File: src/rtl/spi_master_buffer_if.sv
// Bus between the SPI master buffer and its controller: TX queue writes, shift-register
// load strobes, and the RX queue read side.
interface spi_master_buffer_if #(
  parameter int DATA_W = 8,
  parameter int DEPTH  = 4
);
  localparam int CNT_W = $clog2(DEPTH) + 1;

  logic [DATA_W-1:0] i_TX_Data;
  logic              i_TX_Write;
  logic              o_TX_Full;
  logic [CNT_W-1:0]  o_TX_Count;
  logic [DATA_W-1:0] o_SR_Data;
  logic              o_New_Data;
  logic              i_LD_SR;
  logic              i_LD_R;
  logic [DATA_W-1:0] i_RX_SR_Data;
  logic [DATA_W-1:0] o_RX_Data;
  logic              o_RX_Empty;
  logic              i_RX_Read;
  logic              o_TX_Overflow;
  logic              o_RX_Overflow;
  logic              i_Clr_Err;

  modport slave (
    input  i_TX_Data, i_TX_Write, i_LD_SR, i_LD_R, i_RX_SR_Data, i_RX_Read, i_Clr_Err,
    output o_TX_Full, o_TX_Count, o_SR_Data, o_New_Data, o_RX_Data, o_RX_Empty,
           o_TX_Overflow, o_RX_Overflow
  );

  modport master (
    output i_TX_Data, i_TX_Write, i_LD_SR, i_LD_R, i_RX_SR_Data, i_RX_Read, i_Clr_Err,
    input  o_TX_Full, o_TX_Count, o_SR_Data, o_New_Data, o_RX_Data, o_RX_Empty,
           o_TX_Overflow, o_RX_Overflow
  );
endinterface

File: src/rtl/spi_master_buffer.sv
// TX/RX word FIFOs around an SPI master shift register. TX pops on the falling edge of the
// shift-register load level, RX captures on the rising edge of the receive load level.
module spi_master_buffer #(
  parameter int DATA_W = 8,
  parameter int DEPTH  = 4
) (
  input logic             i_clk,
  input logic             i_rst,
  spi_master_buffer_if.slave bus
);
  localparam int PTR_W = $clog2(DEPTH);
  localparam int CNT_W = PTR_W + 1;
  localparam logic [CNT_W-1:0] FULL_CNT = CNT_W'(DEPTH);

  logic [DATA_W-1:0] tx_mem [DEPTH];
  logic [DATA_W-1:0] rx_mem [DEPTH];
  logic [PTR_W-1:0]  tx_rd_ptr, tx_wr_ptr, rx_rd_ptr, rx_wr_ptr;
  logic [CNT_W-1:0]  tx_cnt, rx_cnt;
  logic              primed, ld_sr_q, ld_r_q, tx_ovf, rx_ovf;
  logic              tx_full, tx_empty, rx_full, rx_empty;
  logic              tx_push, tx_pop, rx_push, rx_pop, rx_cap;
  logic              tx_ovf_set, rx_ovf_set;

  assign tx_full  = (tx_cnt == FULL_CNT);
  assign tx_empty = (tx_cnt == '0);
  assign rx_full  = (rx_cnt == FULL_CNT);
  assign rx_empty = (rx_cnt == '0);

  // primed stays low for the first clock after reset so a level already high
  // (or already low) at release is never mistaken for an edge.
  assign tx_pop     = primed & ld_sr_q & ~bus.i_LD_SR & ~tx_empty;
  assign tx_push    = bus.i_TX_Write & ~tx_full;
  assign tx_ovf_set = bus.i_TX_Write & tx_full;

  assign rx_cap     = primed & ~ld_r_q & bus.i_LD_R;
  assign rx_pop     = bus.i_RX_Read & ~rx_empty;
  assign rx_push    = rx_cap & (~rx_full | rx_pop);
  assign rx_ovf_set = rx_cap & rx_full & ~rx_pop;

  always_ff @(posedge i_clk or posedge i_rst) begin
    if (i_rst) begin
      primed    <= 1'b0;
      ld_sr_q   <= 1'b0;
      ld_r_q    <= 1'b0;
      tx_rd_ptr <= '0;
      tx_wr_ptr <= '0;
      tx_cnt    <= '0;
      rx_rd_ptr <= '0;
      rx_wr_ptr <= '0;
      rx_cnt    <= '0;
      tx_ovf    <= 1'b0;
      rx_ovf    <= 1'b0;
    end else begin
      primed  <= 1'b1;
      ld_sr_q <= bus.i_LD_SR;
      ld_r_q  <= bus.i_LD_R;
      if (tx_push) tx_wr_ptr <= tx_wr_ptr + 1'b1;
      if (tx_pop)  tx_rd_ptr <= tx_rd_ptr + 1'b1;
      tx_cnt <= tx_cnt + CNT_W'(tx_push) - CNT_W'(tx_pop);
      if (rx_push) rx_wr_ptr <= rx_wr_ptr + 1'b1;
      if (rx_pop)  rx_rd_ptr <= rx_rd_ptr + 1'b1;
      rx_cnt <= rx_cnt + CNT_W'(rx_push) - CNT_W'(rx_pop);
      // set beats clear when both happen in one cycle
      tx_ovf <= tx_ovf_set | (tx_ovf & ~bus.i_Clr_Err);
      rx_ovf <= rx_ovf_set | (rx_ovf & ~bus.i_Clr_Err);
    end
  end

  // Storage is deliberately not reset; contents are don't-care while empty.
  always_ff @(posedge i_clk) begin
    if (tx_push) tx_mem[tx_wr_ptr] <= bus.i_TX_Data;
    if (rx_push) rx_mem[rx_wr_ptr] <= bus.i_RX_SR_Data;
  end

  assign bus.o_TX_Full     = tx_full;
  assign bus.o_TX_Count    = tx_cnt;
  assign bus.o_SR_Data     = tx_mem[tx_rd_ptr];
  assign bus.o_New_Data    = ~tx_empty;
  assign bus.o_RX_Data     = rx_mem[rx_rd_ptr];
  assign bus.o_RX_Empty    = rx_empty;
  assign bus.o_TX_Overflow = tx_ovf;
  assign bus.o_RX_Overflow = rx_ovf;
endmodule

File: src/flat_wrapper.sv
// flat-port wrapper written by rule: the top's interface ports become plain ports
module spi_master_buffer_flat 
#(
  parameter int DATA_W = 8,
  parameter int DEPTH  = 4
)
  (i_clk, i_rst, bus_i_TX_Data, bus_i_TX_Write, bus_i_LD_SR, bus_i_LD_R, bus_i_RX_SR_Data, bus_i_RX_Read, bus_i_Clr_Err, bus_o_TX_Full, bus_o_TX_Count, bus_o_SR_Data, bus_o_New_Data, bus_o_RX_Data, bus_o_RX_Empty, bus_o_TX_Overflow, bus_o_RX_Overflow);
  spi_master_buffer_if #(.DATA_W(DATA_W), .DEPTH(DEPTH)) bus_i ();
  input logic i_clk;
  input logic i_rst;
  input wire logic [$bits(bus_i.i_TX_Data)-1:0] bus_i_TX_Data;
  input wire logic [$bits(bus_i.i_TX_Write)-1:0] bus_i_TX_Write;
  input wire logic [$bits(bus_i.i_LD_SR)-1:0] bus_i_LD_SR;
  input wire logic [$bits(bus_i.i_LD_R)-1:0] bus_i_LD_R;
  input wire logic [$bits(bus_i.i_RX_SR_Data)-1:0] bus_i_RX_SR_Data;
  input wire logic [$bits(bus_i.i_RX_Read)-1:0] bus_i_RX_Read;
  input wire logic [$bits(bus_i.i_Clr_Err)-1:0] bus_i_Clr_Err;
  output wire logic [$bits(bus_i.o_TX_Full)-1:0] bus_o_TX_Full;
  output wire logic [$bits(bus_i.o_TX_Count)-1:0] bus_o_TX_Count;
  output wire logic [$bits(bus_i.o_SR_Data)-1:0] bus_o_SR_Data;
  output wire logic [$bits(bus_i.o_New_Data)-1:0] bus_o_New_Data;
  output wire logic [$bits(bus_i.o_RX_Data)-1:0] bus_o_RX_Data;
  output wire logic [$bits(bus_i.o_RX_Empty)-1:0] bus_o_RX_Empty;
  output wire logic [$bits(bus_i.o_TX_Overflow)-1:0] bus_o_TX_Overflow;
  output wire logic [$bits(bus_i.o_RX_Overflow)-1:0] bus_o_RX_Overflow;
  assign bus_i.i_TX_Data = bus_i_TX_Data;
  assign bus_i.i_TX_Write = bus_i_TX_Write;
  assign bus_i.i_LD_SR = bus_i_LD_SR;
  assign bus_i.i_LD_R = bus_i_LD_R;
  assign bus_i.i_RX_SR_Data = bus_i_RX_SR_Data;
  assign bus_i.i_RX_Read = bus_i_RX_Read;
  assign bus_i.i_Clr_Err = bus_i_Clr_Err;
  assign bus_o_TX_Full = bus_i.o_TX_Full;
  assign bus_o_TX_Count = bus_i.o_TX_Count;
  assign bus_o_SR_Data = bus_i.o_SR_Data;
  assign bus_o_New_Data = bus_i.o_New_Data;
  assign bus_o_RX_Data = bus_i.o_RX_Data;
  assign bus_o_RX_Empty = bus_i.o_RX_Empty;
  assign bus_o_TX_Overflow = bus_i.o_TX_Overflow;
  assign bus_o_RX_Overflow = bus_i.o_RX_Overflow;
  spi_master_buffer #(.DATA_W(DATA_W), .DEPTH(DEPTH)) u_core (.i_clk(i_clk), .i_rst(i_rst), .bus(bus_i));
endmodule
File: config.mk
export PLATFORM = sky130hd
export DESIGN_NAME = spi_master_buffer_flat
export DESIGN_NICKNAME = d
export VERILOG_FILES = /design/src/rtl/spi_master_buffer_if.sv /design/src/rtl/spi_master_buffer.sv /design/src/flat_wrapper.sv
export SDC_FILE = /design/constraint.sdc
export NUM_CORES = 1
export LEC_CHECK = 0
export ABC_AREA = 0
export BUFFER_PORTS_ARGS = -buffer_cell sky130_fd_sc_hd__clkbuf_2
export CAP_MARGIN = 10
export CORE_UTILIZATION = 53
export CTS_CLUSTER_DIAMETER = 100
export DETAILED_ROUTE_END_ITERATION = 12
export MAX_ROUTING_LAYER = met4
export PLACE_DENSITY = 0.76
export SLEW_MARGIN = 10
export SYNTH_ARGS = -nofsm -noshare
export SYNTH_HDL_FRONTEND = slang
export SYNTH_SLANG_ARGS = --single-unit
File: constraint.sdc
create_clock -name i_clk -period 2.25 [get_ports i_clk]
set_input_delay 0.45 -clock i_clk [delete_from_list [all_inputs] [get_ports i_clk]]
set_output_delay 0.45 -clock i_clk [all_outputs]
set_load 0.02 [all_outputs]
After elaboration in Yosys (flattened, before gate mapping)
Memories as Yosys holds them, arrays and structs flattened.
Index checks and enable logic that the tools add are counted.
{"block": "word_totals", "input_bits": 23, "romBits": 0, "latchBits": 0, "wordCells": 53, "reg_bits": 19, "memories": 2, "ram_bits": 64}
{"name": "u_core.rx_mem", "words": 4, "word_bits": 8, "rd": 1, "rd_ports_with_merged_regs": 0, "wr": 1, "line_no": "spi_master_buffer.sv:16", "source": "logic [DATA_W-1:0] rx_mem [DEPTH];"}
{"name": "u_core.tx_mem", "words": 4, "word_bits": 8, "rd": 1, "rd_ports_with_merged_regs": 0, "wr": 1, "line_no": "spi_master_buffer.sv:15", "source": "logic [DATA_W-1:0] tx_mem [DEPTH];"}
{"block": "classes", "add_sub_neg": 8, "mux": 4, "bitwise": 24, "n_div": 0, "order_cmp": 0, "n_reduce_logical": 2, "eq_ne": 2, "n_mul": 0, "shifts": 0}
{"op": "AND 1 bit", "count": 13}
{"op": "adder 2 x 1 -> 2 bit, second input constant", "count": 4}
{"op": "inverter 1 bit", "count": 8}
{"op": "adder 3 x 1 -> 3 bit", "count": 2}
{"op": "== test 3 bit, second input constant", "count": 2}
{"op": "logical NOT 3 bit", "count": 2}
{"op": "subtractor 3 x 1 -> 3 bit", "count": 2}
{"op": "2-to-1 mux 1 bit", "count": 4}
{"op": "bitwise OR 1 bit", "count": 3}

Logic depth before layout (Yosys ltp)
{"block": "logic_depth", "ltp_word": 7, "ltp_mapped": 9}

Worst setup path before layout
No wires, ideal clock.
{"block": "synth_path", "kind": "register -> register", "startpoint": "register u_core.tx_cnt[1] (netlist: u_core.bus.o_TX_Count[1])", "endpoint": "register u_core.tx_cnt[1] (netlist: u_core.bus.o_TX_Count[1])", "required_time_ps": 2186, "path_slack_ps": 49, "setup_time_ps": 64, "n_path_buf": 1, "arrival_time_ps": 2137, "stages_incl_launch_ff": 8, "cell_sequence": "dfrtp_1 nor3b_1 nor2b_1 clkbuf_1 ha_1 inv_1 fa_1 inv_1"}
{"block": "synth_via", "elab_chain_cells": 5}
{"element": "start: declaration", "line_no": "spi_master_buffer.sv:18", "source": "logic [CNT_W-1:0] tx_cnt, rx_cnt;"}
{"element": "start signal: assignment", "line_no": "spi_master_buffer.sv:59", "source": "tx_cnt <= tx_cnt + CNT_W'(tx_push) - CNT_W'(tx_pop);"}
{"element": "== test 3 bit", "line_no": "spi_master_buffer.sv:24", "source": "assign tx_full = (tx_cnt == FULL_CNT);"}
{"element": "named net bus_o_TX_Full", "line_no": "flat_wrapper.sv:18", "source": "output wire logic [$bits(bus_i.o_TX_Full)-1:0] bus_o_TX_Full;"}
{"element": "inverter 1 bit", "line_no": "spi_master_buffer.sv:32", "source": "assign tx_push = bus.i_TX_Write & ~tx_full;"}
{"element": "AND 1 bit", "line_no": "spi_master_buffer.sv:32"}
{"element": "named net u_core.tx_push", "line_no": "spi_master_buffer.sv:21", "source": "logic tx_push, tx_pop, rx_push, rx_pop, rx_cap;"}
{"element": "adder 3 x 1 -> 3 bit", "line_no": "spi_master_buffer.sv:59"}
{"element": "subtractor 3 x 1 -> 3 bit", "line_no": "spi_master_buffer.sv:59"}
The timed path passes the listed nets, and every way through them passes these cells.
A chain may end at the register's enable or synchronous reset.

Worst setup path after layout
{"block": "layout_path", "startpoint": "register u_core.rx_cnt[1]", "endpoint": "register u_core.rx_cnt[2]"}
{"block": "layout_via", "elab_chain_cells": 7}
{"element": "start: declaration", "line_no": "spi_master_buffer.sv:18"}
{"element": "start signal: assignment", "line_no": "spi_master_buffer.sv:62", "source": "rx_cnt <= rx_cnt + CNT_W'(rx_push) - CNT_W'(rx_pop);"}
{"element": "logical NOT 3 bit *", "line_no": "spi_master_buffer.sv:27", "source": "assign rx_empty = (rx_cnt == '0);"}
{"element": "inverter 1 bit *", "line_no": "spi_master_buffer.sv:36", "source": "assign rx_pop = bus.i_RX_Read & ~rx_empty;"}
{"element": "AND 1 bit *", "line_no": "spi_master_buffer.sv:36"}
{"element": "named net u_core.rx_pop", "line_no": "spi_master_buffer.sv:21"}
{"element": "bitwise OR 1 bit", "line_no": "spi_master_buffer.sv:37", "source": "assign rx_push = rx_cap & (~rx_full | rx_pop);"}
{"element": "AND 1 bit", "line_no": "spi_master_buffer.sv:37"}
{"element": "adder 3 x 1 -> 3 bit", "line_no": "spi_master_buffer.sv:62"}
{"element": "subtractor 3 x 1 -> 3 bit *", "line_no": "spi_master_buffer.sv:62"}
The timed path passes the listed nets; every way through them passes the cells marked *.

==> flow_summary.ini <==
[logic_synthesis]
ys.warnings.count = 0
syn_inst = 171
avgSynthCellArea_sq_um = 19.4
synth_area_leader_cell = edfxtp_1
synthTopCellsByArea = edfxtp_1 (58%), dfrtp_1 (14%), mux4_2 (11%)
ys_types = 28
ys_seq_area_frac = 0.723
synth_fp_nets = 208
ys_ff_latch = 83
synth_top_area_frac = 0.580
syn_area_sq_mm = 0.00331

[sta]
finalHoldViolCount = 0
slew_violations = 0
finalCriticalPeriod_ps = 2130
fin_crit_sh = 0.947
rsz0062_at_grt = no
setup_viol = 0
max_freq_ghz = 0.470
slew_headroom = 0.531
worstMarginPinSlew_ps = 703
setup_tns_ps = 0
fin_skew_ps = 10.1

[global_routing]
globalRouteMet1Util = 0.241
use_met3 = 0.0337
grt_pass1_vias = 1621
grt_pass1_wl_microns = 8130
grt_max_degree = 20
global_route.peak_usage_layer = met2
overflow = 0
antenna_found_initial = 0
track_usage = 0.179
globalRouteMet2Util = 0.271

[detailed_routing]
ant_nets = 0
first_iter_violations = 112
drtPass1Iterations = 4
drc = 0
vias = 1573
wl_microns = 4990
vias_per_cell = 5.14
wl_per_cell_microns = 16.3

[run_status]
outcome = finished clean

[power_and_ir_drop]
p_leak_nw = 1.51
comb_power_share = 0.326
power.density_mw_per_mm2 = 1270
power_frac_seq = 0.449
swShare = 0.322
p_switching_mw = 1.57
clkPwrFrac = 0.226
internal-power_mw = 3.31
peakVddDrop_uv = 713

[clocking]
insertion_delay_ps = 330
clk_path_buf_depth = 2
cts_sinks = 83
cts_made_buffers = 9
cts_tree = yes
cts.clk_slew.worst_paths_ps = 80
cts_max_level = 3
cts_setup_buffers = 0
cts_root_buffer = clkbuf_8

[cells_and_area]
final_nets = 263
layout-drive-gt1-share = 0.385
finish.utilization = 0.644
synthToLayoutAreaGrowth_pct = 16.5
finalNonFillerCells = 306
fin_area_sq_mm = 0.00386
fillerInstances = 417
n_antenna_cell = 0

[placed_design]
portBuffers = 46
gp_congestion = 0.687
hpwl_microns = 3350
placedCellCount = 290
post_dp_cell_area_sq_mm = 0.00364

[setup_path]
worst-endpoint-required_ps = 2500
r2r_slack_ps = 120
cp-end-kind = register
worst_r2r_startpoint = u_core.rx_cnt[1]$_DFF_PP0_
arrival_ps = 2380
r2r.worst_path.cells = 8
critPathMaxFanout = 5
worstSetupStartpointType = register
crit_type = reg -> reg
reg2reg_to = u_core.rx_cnt[2]$_DFF_PP0_

[flow_run]
cap_violations = 0

[floorplan]
core_sq_mm = 0.00599
dieWidth_microns = 81.1
die_y_microns = 81.1
io-pin-count = 47
rows = 28
dieArea_sq_mm = 0.00657
start_util = 0.553

[min_path]
hold_path_class = in -> async
## layout by cell type (no fill, tap or decap)
cell / n
and2_1: 4
and2_2: 4
buf_4: 4
bufinv_16: 2
clkbuf_1: 1
clkbuf_2: 46
clkbuf_8: 9
clkinv_1: 2
clkinv_2: 1
clkinvlp_4: 1
conb_1: 1
dfrtp_1: 19
edfxtp_1: 64
fa_1: 2
ha_1: 12
inv_1: 16
mux2_2: 1
mux2_4: 1
mux4_2: 16
nand2_1: 3
nand3b_1: 1
nor2b_1: 1
nor2b_4: 1
nor3_1: 1
nor3_2: 1
nor3_4: 1
nor3b_1: 1
nor4b_1: 1
o21ai_0: 1
o22ai_1: 1
o31a_2: 1
or4b_1: 1
xnor2_1: 7
xor2_1: 3
## power groups by stage
stage	clock (mW)	combinational (mW)	sequential (mW)
after floorplan	0	1.18	2.15
after global placement	0	1.57	2.20
after detailed placement	0	1.60	2.21
after CTS	1.13	1.62	2.19
after global routing	1.19	1.75	2.23
final	1.10	1.59	2.19
## cell usage after synthesis
cell type / count
and2_1: 4
and2_2: 4
buf_1: 2
buf_2: 2
buf_6: 1
clkbuf_1: 1
conb_1: 1
dfrtp_1: 19
edfxtp_1: 64
fa_1: 2
ha_1: 12
inv_1: 16
mux2_2: 1
mux2_4: 1
mux4_2: 16
nand2_1: 3
nand3b_1: 1
nor2b_1: 1
nor2b_4: 1
nor3_1: 3
nor3b_1: 1
nor4b_1: 1
o21ai_0: 1
o22ai_1: 1
o31a_2: 1
or4b_1: 1
xnor2_1: 7
xor2_1: 3
## cells by family (layout without fill, tap and decap cells)
| family | count (synthesis) | count (layout) | synth area share |
|---|---|---|---|
| flops | 83 | 83 | 0.723 |
| buf+inv | 22 | 82 | 0.0279 |
| simple gates | 20 | 20 | 0.0408 |
| mux | 18 | 18 | 0.117 |
| fa+ha+maj | 14 | 14 | 0.0574 |
| xor+xnor | 10 | 10 | 0.0264 |
| compound gates | 3 | 3 | 0.00642 |
| other cells | 1 | 1 | 0.00113 |
## worst max path at each step
| stage | startpoint | depth (start not counted) | endpoint | slack [ps] |
|---|---|---|---|---|
| after floorplan | u_core.bus.o_TX_Count[1]$_DFF_PP0_ | 7 | u_core.bus.o_TX_Count[1]$_DFF_PP0_ | 50 |
| after global placement | bus_i_LD_SR | 9 | u_core.bus.o_TX_Count[2]$_DFF_PP0_ | 140 |
| after detailed placement | u_core.bus.o_TX_Count[0]$_DFF_PP0_ | 9 | u_core.bus.o_TX_Count[2]$_DFF_PP0_ | 100 |
| after CTS | u_core.bus.o_TX_Count[0]$_DFF_PP0_ | 9 | u_core.bus.o_TX_Count[2]$_DFF_PP0_ | 70 |
| after global routing | u_core.rx_cnt[1]$_DFF_PP0_ | 8 | u_core.rx_cnt[2]$_DFF_PP0_ | 7 |
| final | u_core.rx_cnt[1]$_DFF_PP0_ | 8 | u_core.rx_cnt[2]$_DFF_PP0_ | 120 |
## sequential cells by signal, summed over array words and instances, names as in the netlist, 2 cells and up
register and cells:
u_core.rx_cnt 3, u_core.rx_wr_ptr 2, u_core.bus.o_TX_Count 3, u_core.tx_mem 32, u_core.tx_rd_ptr 2, u_core.rx_rd_ptr 2
u_core.tx_wr_ptr 2, u_core.rx_mem 32
## metrics by stage
stage	total power, mW	hold slack [ps]	worst slack, ps
CTS	4.93	220	74.4
detailed placement	3.82	486	96.6
floorplan	3.34	401	49.3
finish	4.89	200	120
global placement	3.76	480	142
global route	5.17	253	6.91
## per-layer routing
metal  vias to the layer above  routed length (microns)
met4                         0                       68
met3                         8                      174
li1                        741                        -
met2                        35                     2440
met5                         -                        0
met1                       789                     2300
## cell type report
cell class / count / area (sq um) / area share
clock buffers: 10 / 128 / 0.0331
flip-flops and latches: 83 / 2400 / 0.621
clock inverters: 6 / 80.1 / 0.0207
multi-input cells: 66 / 841 / 0.218
repair buffers: 50 / 260 / 0.0674
well taps: 75 / 93.8 / 0.0243
inverters: 16 / 60.1 / 0.0156
## worst max-delay path: stages (launching register included)
cell and delay [ps]:
dfrtp_1 440, o31a_2 380, ha_1 300, inv_1 60, ha_1 130, inv_1 40, fa_1 370, xnor2_1 190
xnor2_1 140
## what timing repair did
item / in CTS / in global routing
gates resized for setup: 0 / 3
hold buffers: 0 / 0
setup endpoints to repair: 0 / 1
No activity file was read; power rests on OpenSTA's default activity.
